`config.mk`:
```
export PLATFORM = sky130hd
export DESIGN_NAME = ball_move_ctrl
export DESIGN_NICKNAME = d
export VERILOG_FILES = /design/src/rtl/ball_pkg.sv /design/src/rtl/hit_edge_accum.sv /design/src/rtl/ball_move_ctrl.sv
export SDC_FILE = /design/constraint.sdc
export NUM_CORES = 1
export LEC_CHECK = 0
export ABC_AREA = 1
export CORE_ASPECT_RATIO = 1.75
export CORE_UTILIZATION = 25
export DETAILED_ROUTE_END_ITERATION = 16
export PLACE_DENSITY_LB_ADDON = 0.12
export SLEW_MARGIN = 20
export SYNTH_ARGS = -nofsm -noshare
export SYNTH_HDL_FRONTEND = slang
export SYNTH_SLANG_ARGS = --single-unit
```
`constraint.sdc`:
```
create_clock -name clk -period 3.35 [get_ports clk]
set_input_delay 0.67 -clock clk [delete_from_list [all_inputs] [get_ports clk]]
set_output_delay 0.67 -clock clk [all_outputs]
set_load 0.005 [all_outputs]
```
`src/rtl/ball_pkg.sv`:
```
// Shared constants and types for the ball motion controller.
// Positions are signed fixed point with FIXED_POINT_SHIFT fractional bits.
package ball_pkg;

    localparam int FIXED_POINT_SHIFT = 6;

    // Bit positions inside HitEdgeCode {Left,Top,Right,Bottom}
    localparam int EDGE_LEFT   = 3;
    localparam int EDGE_TOP    = 2;
    localparam int EDGE_RIGHT  = 1;
    localparam int EDGE_BOTTOM = 0;

    localparam int EDGE_W  = 4;
    localparam int POS_W   = 17;
    localparam int SPEED_W = 11;
    localparam int PIX_W   = POS_W - FIXED_POINT_SHIFT;

    typedef enum logic [1:0] {
        IDLE = 2'd0,
        RUN  = 2'd1,
        LOST = 2'd2
    } ball_state_t;

endpackage

```
`src/rtl/hit_edge_accum.sv`:
```
// Per-frame OR accumulator of struck edges. The combined value (stored edges
// plus any edges struck this cycle) is presented for consumption; the store
// is cleared on startOfFrame once that value has been used.
module hit_edge_accum
    import ball_pkg::*;
(
    input  logic              clk,
    input  logic              reset,
    input  logic              start_of_frame,
    input  logic              collision,
    input  logic [EDGE_W-1:0] hit_edge_code,
    output logic [EDGE_W-1:0] frame_hits
);

    logic [EDGE_W-1:0] acc_q;
    logic [EDGE_W-1:0] acc_d;

    // Fold this cycle's edges in and clear at the frame boundary
    always_comb begin
        frame_hits = acc_q | (collision ? hit_edge_code : '0);
        acc_d      = start_of_frame ? '0 : frame_hits;
    end

    // Accumulator register
    always_ff @(posedge clk) begin
        if (reset) begin
            acc_q <= '0;
        end else begin
            acc_q <= acc_d;
        end
    end

endmodule

```
`src/rtl/ball_move_ctrl.sv`:
```
// Ball motion controller: owns position/velocity, reflects velocity off
// struck edges and advances the position once per video frame.
// Optional feature macro: BALL_GRAVITY_EN (per-frame Y acceleration with
// a +/-MAX_SPEED clamp on the Y speed).
module ball_move_ctrl
    import ball_pkg::*;
#(
    parameter int INITIAL_X       = 280,
    parameter int INITIAL_Y       = 185,
    parameter int INITIAL_X_SPEED = 40,
    parameter int INITIAL_Y_SPEED = -20,
    parameter int MAX_SPEED       = 230,
    parameter int Y_ACCEL         = -1,
    parameter int BOTTOM_LIMIT    = 479,
    parameter int LOST_FRAMES     = 60
) (
    input  logic               clk,
    input  logic               reset,
    input  logic               startOfFrame,
    input  logic               collision,
    input  logic [3:0]         HitEdgeCode,
    input  logic               launch,
    output logic signed [10:0] topLeftX,
    output logic signed [10:0] topLeftY,
    output logic               ballLost
);

    localparam int CNT_W = (LOST_FRAMES > 1) ? $clog2(LOST_FRAMES) : 1;

    localparam logic signed [POS_W-1:0]   INIT_X_FP  = POS_W'(INITIAL_X * (1 << FIXED_POINT_SHIFT));
    localparam logic signed [POS_W-1:0]   INIT_Y_FP  = POS_W'(INITIAL_Y * (1 << FIXED_POINT_SHIFT));
    localparam logic signed [PIX_W-1:0]   INIT_X_PIX = PIX_W'(INITIAL_X);
    localparam logic signed [PIX_W-1:0]   INIT_Y_PIX = PIX_W'(INITIAL_Y);
    localparam logic signed [SPEED_W-1:0] LAUNCH_XS  = SPEED_W'(INITIAL_X_SPEED);
    localparam logic signed [SPEED_W-1:0] LAUNCH_YS  = SPEED_W'(INITIAL_Y_SPEED);
    localparam logic signed [PIX_W-1:0]   BOTTOM_PIX = PIX_W'(BOTTOM_LIMIT);
    localparam logic [CNT_W-1:0]          LOST_LAST  = CNT_W'(LOST_FRAMES - 1);
    localparam logic signed [SPEED_W-1:0] SPEED_MIN  = {1'b1, {(SPEED_W-1){1'b0}}};
    localparam logic signed [SPEED_W-1:0] SPEED_MAX  = {1'b0, {(SPEED_W-1){1'b1}}};

`ifdef BALL_GRAVITY_EN
    localparam logic signed [SPEED_W:0] ACCEL_W   = (SPEED_W+1)'(Y_ACCEL);
    localparam logic signed [SPEED_W:0] MAX_W     = (SPEED_W+1)'(MAX_SPEED);
    localparam logic signed [SPEED_W:0] NEG_MAX_W = -MAX_W;
    logic signed [SPEED_W:0] ys_wide;
`else
    logic unused_cfg;
    assign unused_cfg = ^{Y_ACCEL, MAX_SPEED};
`endif

    // Negation that maps the most negative speed to the most positive one
    function automatic logic signed [SPEED_W-1:0] neg_sat(input logic signed [SPEED_W-1:0] v);
        if (v == SPEED_MIN) begin
            return SPEED_MAX;
        end
        return -v;
    endfunction

    // Fixed-point position to whole pixels, rounding toward minus infinity
    function automatic logic signed [PIX_W-1:0] to_pixel(input logic signed [POS_W-1:0] p);
        logic signed [POS_W-1:0] s;
        s = p >>> FIXED_POINT_SHIFT;
        return s[PIX_W-1:0];
    endfunction

    // Position plus sign-extended speed, wrapping at the position width
    function automatic logic signed [POS_W-1:0] add_speed(input logic signed [POS_W-1:0]   p,
                                                          input logic signed [SPEED_W-1:0] v);
        return p + {{(POS_W-SPEED_W){v[SPEED_W-1]}}, v};
    endfunction

    ball_state_t               state_q, state_d;
    logic signed [POS_W-1:0]   x_q, x_d, y_q, y_d;
    logic signed [SPEED_W-1:0] xs_q, xs_d, ys_q, ys_d;
    logic [CNT_W-1:0]          lost_cnt_q, lost_cnt_d;
    logic signed [PIX_W-1:0]   top_x_q, top_x_d, top_y_q, top_y_d;
    logic                      ball_lost_q, ball_lost_d;

    logic signed [SPEED_W-1:0] xs_r, ys_r;
    logic signed [POS_W-1:0]   nx, ny;
    logic [EDGE_W-1:0]         frame_hits;

    hit_edge_accum u_hit_edge_accum (
        .clk            (clk),
        .reset          (reset),
        .start_of_frame (startOfFrame),
        .collision      (collision),
        .hit_edge_code  (HitEdgeCode),
        .frame_hits     (frame_hits)
    );

    // Next-state, motion and output computation for the serve/run/lost cycle
    always_comb begin
        state_d     = state_q;
        x_d         = x_q;
        y_d         = y_q;
        xs_d        = xs_q;
        ys_d        = ys_q;
        lost_cnt_d  = lost_cnt_q;
        top_x_d     = top_x_q;
        top_y_d     = top_y_q;
        ball_lost_d = 1'b0;
        xs_r        = xs_q;
        ys_r        = ys_q;
        nx          = x_q;
        ny          = y_q;
`ifdef BALL_GRAVITY_EN
        ys_wide     = '0;
`endif

        case (state_q)
            IDLE: begin
                x_d  = INIT_X_FP;
                y_d  = INIT_Y_FP;
                xs_d = '0;
                ys_d = '0;
                if (startOfFrame && launch) begin
                    xs_d    = LAUNCH_XS;
                    ys_d    = LAUNCH_YS;
                    state_d = RUN;
                end
            end

            RUN: begin
                if (startOfFrame) begin
                    // Reflect only when moving into the struck edge; opposing
                    // edges on one axis cancel.
                    if (frame_hits[EDGE_LEFT] && !frame_hits[EDGE_RIGHT] && (xs_q < 0)) begin
                        xs_r = neg_sat(xs_q);
                    end
                    if (frame_hits[EDGE_RIGHT] && !frame_hits[EDGE_LEFT] && (xs_q > 0)) begin
                        xs_r = neg_sat(xs_q);
                    end
                    if (frame_hits[EDGE_TOP] && !frame_hits[EDGE_BOTTOM] && (ys_q < 0)) begin
                        ys_r = neg_sat(ys_q);
                    end
                    if (frame_hits[EDGE_BOTTOM] && !frame_hits[EDGE_TOP] && (ys_q > 0)) begin
                        ys_r = neg_sat(ys_q);
                    end
`ifdef BALL_GRAVITY_EN
                    ys_wide = {ys_r[SPEED_W-1], ys_r} + ACCEL_W;
                    if (ys_wide > MAX_W) begin
                        ys_r = MAX_W[SPEED_W-1:0];
                    end else if (ys_wide < NEG_MAX_W) begin
                        ys_r = NEG_MAX_W[SPEED_W-1:0];
                    end else begin
                        ys_r = ys_wide[SPEED_W-1:0];
                    end
`endif
                    nx   = add_speed(x_q, xs_r);
                    ny   = add_speed(y_q, ys_r);
                    x_d  = nx;
                    y_d  = ny;
                    xs_d = xs_r;
                    ys_d = ys_r;
                    if (to_pixel(ny) > BOTTOM_PIX) begin
                        state_d     = LOST;
                        ball_lost_d = 1'b1;
                        lost_cnt_d  = '0;
                        xs_d        = '0;
                        ys_d        = '0;
                    end
                end
            end

            LOST: begin
                xs_d = '0;
                ys_d = '0;
                if (startOfFrame) begin
                    if (lost_cnt_q == LOST_LAST) begin
                        state_d = IDLE;
                        x_d     = INIT_X_FP;
                        y_d     = INIT_Y_FP;
                    end else begin
                        lost_cnt_d = lost_cnt_q + 1'b1;
                    end
                end
            end

            default: begin
                state_d = IDLE;
            end
        endcase

        if (startOfFrame) begin
            top_x_d = to_pixel(x_d);
            top_y_d = to_pixel(y_d);
        end
    end

    // State, motion and registered output flops
    always_ff @(posedge clk) begin
        if (reset) begin
            state_q     <= IDLE;
            x_q         <= INIT_X_FP;
            y_q         <= INIT_Y_FP;
            xs_q        <= '0;
            ys_q        <= '0;
            lost_cnt_q  <= '0;
            top_x_q     <= INIT_X_PIX;
            top_y_q     <= INIT_Y_PIX;
            ball_lost_q <= 1'b0;
        end else begin
            state_q     <= state_d;
            x_q         <= x_d;
            y_q         <= y_d;
            xs_q        <= xs_d;
            ys_q        <= ys_d;
            lost_cnt_q  <= lost_cnt_d;
            top_x_q     <= top_x_d;
            top_y_q     <= top_y_d;
            ball_lost_q <= ball_lost_d;
        end
    end

    assign topLeftX = top_x_q;
    assign topLeftY = top_y_q;
    assign ballLost = ball_lost_q;

endmodule
```
==> impl_metrics.py <==
metrics = {
    "status": {
        "status": "complete, but fails checks",
        "violations": "setup timing",
    },
    "power": {
        "power_uw": 6330,
        "irDropWorstVdd_mv": 0.3433,
        "leakagePower_uw": 0.004691,
        "power_density_mw_per_mm2": 615.9,
    },
    "drt": {
        "first_pass_iters": 4,
        "drt_iter0_drc": 175,
        "wl_per_cell_um": 16.27,
        "antenna_left": 0,
        "vias": 7008,
        "drc": 0,
        "avgViaCountPerCell": 4.748,
        "drt-total-wl_mm": 24.02,
    },
    "global_route": {
        "grt_pass1_vias": 6910,
        "track_usage": 0.1921,
        "grt_pass1_wl_mm": 36.34,
        "antenna_found_initial": 0,
        "grt_remaining_overflow": 0,
        "grt_max_degree": 25,
    },
    "layout": {
        "syn_to_final_growth_pct": 70.33,
        "fin_cells": 1476,
        "diodes": 0,
        "fillers": 2463,
        "drive_gt1_frac": 0.4642,
        "finalNetCount": 1219,
        "utilization": 0.4371,
    },
    "yosys": {
        "synthMuxAreaShare": 0,
        "ys.warnings.count": 0,
        "synth.largest_area_cell": "dfxtp_1",
        "synth_top_family_by_area": "simple AND/OR/NAND/NOR gates",
        "synth_area_mm2": 0.006035,
        "synth_fa_ha_area_frac": 0.09164,
        "synth_area_per_cell_um2": 6.624,
        "yosys-top-cells-area": "dfxtp_1, nand2_1, ha_1",
        "synth_nets": 963,
        "seq_area_frac_synth": 0.3019,
        "synth_compound_area_frac": 0.1769,
        "yosysTopAreaCellShare": 0.3019,
        "synth-simple-area-share": 0.3266,
        "synth_xor_xnor_area_share": 0.01742,
        "netlist_instances": 911,
        "synth-seq-cells": 91,
        "synth_cell_type_count": 40,
    },
    "setup_path": {
        "cpMaxStageDelayCell": "ha_4",
        "rr_endpoint": "lost_cnt_q[1]",
        "cp.arrival_ns": 3.75,
        "worstSetupPathType": "in -> reg",
        "reg2reg_from": "ys_q[1]",
        "cp-start-kind": "input port",
        "rr_worst_depth": 28,
        "reg2reg_slack_ns": -0.13,
        "crit_path_max_fanout": 8,
        "worst_path_largest_cell_delay_ns": 0.30,
        "crit_required_ns": 3.61,
        "end_kind": "flip-flop",
        "crit_top_cell": "nand2_2",
    },
    "die": {
        "start_util": 0.2566,
        "pin_count": 32,
        "core_mm2": 0.02352,
        "die_height_um": 207.5,
        "rows": 74,
        "die_w_um": 119.4,
        "dieArea_mm2": 0.02479,
    },
    "timing": {
        "slew_violations": 0,
        "whs_ns": 0.4565,
        "fin_ws_ns": -0.1482,
        "finClkSkew_ns": 0.01304,
        "hold_viol": 0,
        "period_share": 1.044,
        "rsz0062_at_grt": "true",
        "period_minus_slack_ns": 3.498,
        "fmax_ghz": 0.2859,
        "setup_viol": 32,
        "slew_headroom": 0.4347,
        "worst_slew_pin_slew_ns": 0.8391,
    },
    "hold_path": {
        "min_to": "topLeftX[3]",
        "hold_start": "topLeftX[3]",
        "holdPathStages": 2,
        "hold_class": "reg -> reg",
    },
    "placed_design": {
        "place.gp.congestion": 0.8787,
        "port_buffers": 31,
        "hpwl_mm": 17.12,
        "dp_cells": 1383,
    },
    "clock_tree": {
        "cts_tree": "done",
        "path_clk_slew_ns": 0.07,
        "h-tree-depth": 3,
        "clock_latency_ns": 0.37,
        "cts.sinks": 91,
        "numCtsBuffers": 9,
        "cts_buffer_depth": 2,
        "cts_root_buf": "clkbuf_16",
    },
    "run": {
        "max_cap_violations": 0,
    },
}
[cell usage after synthesis]
library cell,n
nand3_2,11
dfxtp_1,91
o21ai_0,48
ha_1,41
a21boi_0,3
o21a_1,1
o21ai_1,6
nand2_1,248
a31oi_1,1
o22a_1,8
nand2_2,4
nand3_1,69
o22ai_1,2
buf_12,1
inv_1,105
clkinv_1,3
xnor2_1,5
nor2_8,1
o31ai_1,2
a22o_1,7
fa_1,2
buf_2,4
o32ai_1,1
a21oi_1,99
or2_2,7
nand3b_1,5
nor2_1,71
and3_1,1
nor3_1,11
nand2_4,2
xor2_1,7
a21o_1,6
buf_6,1
buf_1,2
nand4_1,12
nor2_4,1
a21oi_2,6
or2_4,1
nand4_2,1
clkbuf_1,14
[logic make-up after synthesis]
group           after synthesis
compound gates              190
fa+ha+maj                    43
simple gates                445
flops                        91
buf+inv                     130
xor+xnor                     12
[power breakdown]
part / leakage, µW / internal (µW) / switching [µW]
combinational: 0.00380 / 1800 / 2090
clock: 0.000146 / 585 / 505
sequential: 0.000745 / 1230 / 129
total: 0.00469 / 3610 / 2720
[repair_timing]
item | CTS | global route
buffers inserted | 50 | 28
gates resized for setup | 199 | 193
cloned | 2 | 0
hold endpoints to repair | 0 | 0
endpoints found under the setup margin | 76 | 69
hold buffers | 0 | 0
pin swaps | 87 | 124
[flip-flops by register name, summed over array words and instances, names as in the netlist]
signal and count:
ys_q 11, x_q 17, state_q 2, u_hit_edge_accum.acc_q 4, topLeftX 11, lost_cnt_q 6
topLeftY 11, y_q 17, xs_q 11, ballLost 1
[worst max-delay path: cells and delay by family]
kind	cells	cell delay (ns)
adders and majority gates	1	0.30
buffers and inverters	4	0.62
and+or+nand+nor	17	1.68
AOI/OAI and AO/OA	3	0.47
[placed cells by master (no fill, tap or decap), types with 11 or more instances in the layout]
| master | n |
|---|---|
| buf_4 | 209 |
| nand2_1 | 183 |
| dfxtp_1 | 86 |
| inv_1 | 83 |
| nand2_2 | 56 |
| a21oi_1 | 55 |
| nor2_1 | 54 |
| a21oi_2 | 42 |
| nand3_2 | 41 |
| ha_4 | 26 |
| clkdlybuf4s50_1 | 25 |
| buf_6 | 24 |
| nand3_1 | 23 |
| o21ai_1 | 19 |
| o21ai_0 | 19 |
| inv_2 | 16 |
| nand3_4 | 16 |
| ha_1 | 14 |
| nand2_4 | 12 |
| o21ai_2 | 12 |
| nand4_1 | 12 |
| nor2_2 | 11 |
[worst max path at each step]
stage                    from             to  slack [ns]  cells past startpoint
2_1_floorplan  HitEdgeCode[0]  lost_cnt_q[1]     -0.0005                     23
3_3_place_gp        collision        xs_q[0]       -1.14                     24
3_5_place_dp        collision        xs_q[0]       -1.12                     24
4_1_cts               ys_q[0]        xs_q[1]       -0.24                     26
5_1_grt        HitEdgeCode[2]  lost_cnt_q[1]       -0.36                     26
6_report       HitEdgeCode[2]  lost_cnt_q[1]       -0.15                     25
[final cells by class]
type,instances,area [µm²],area share
multi-input cells,690,5144,0.5004
clock buffers,9,225.2,0.02191
well taps,304,380.4,0.03701
clock inverters,7,77.57,0.007547
inverters,108,420.4,0.04090
flip-flops and latches,91,1833,0.1783
repair buffers,267,2198,0.2139
[routing by layer]
metal  vias up  GRT usage  part of all wire
li1       3528          -                 -
met1      3373     0.1907              0.38
met2        64     0.3865              0.57
met3        43    0.02390             0.015
met4         0    0.08017             0.033
met5         -          0                 0
[metrics by stage]
step / cell area [µm²] / setup WS [ns] / TNS (ns)
6_report: 10280 / -0.1482 / -3.224
5_1_grt: 10280 / -0.3597 / -11.96
4_1_cts: 9399 / -0.2446 / -6.994
3_5_place_dp: 7850 / -1.125 / -67.11
3_3_place_gp: 7850 / -1.137 / -67.95
2_1_floorplan: 6068 / -0.0005498 / -0.0005498
(Power assumes the default switching activity.)
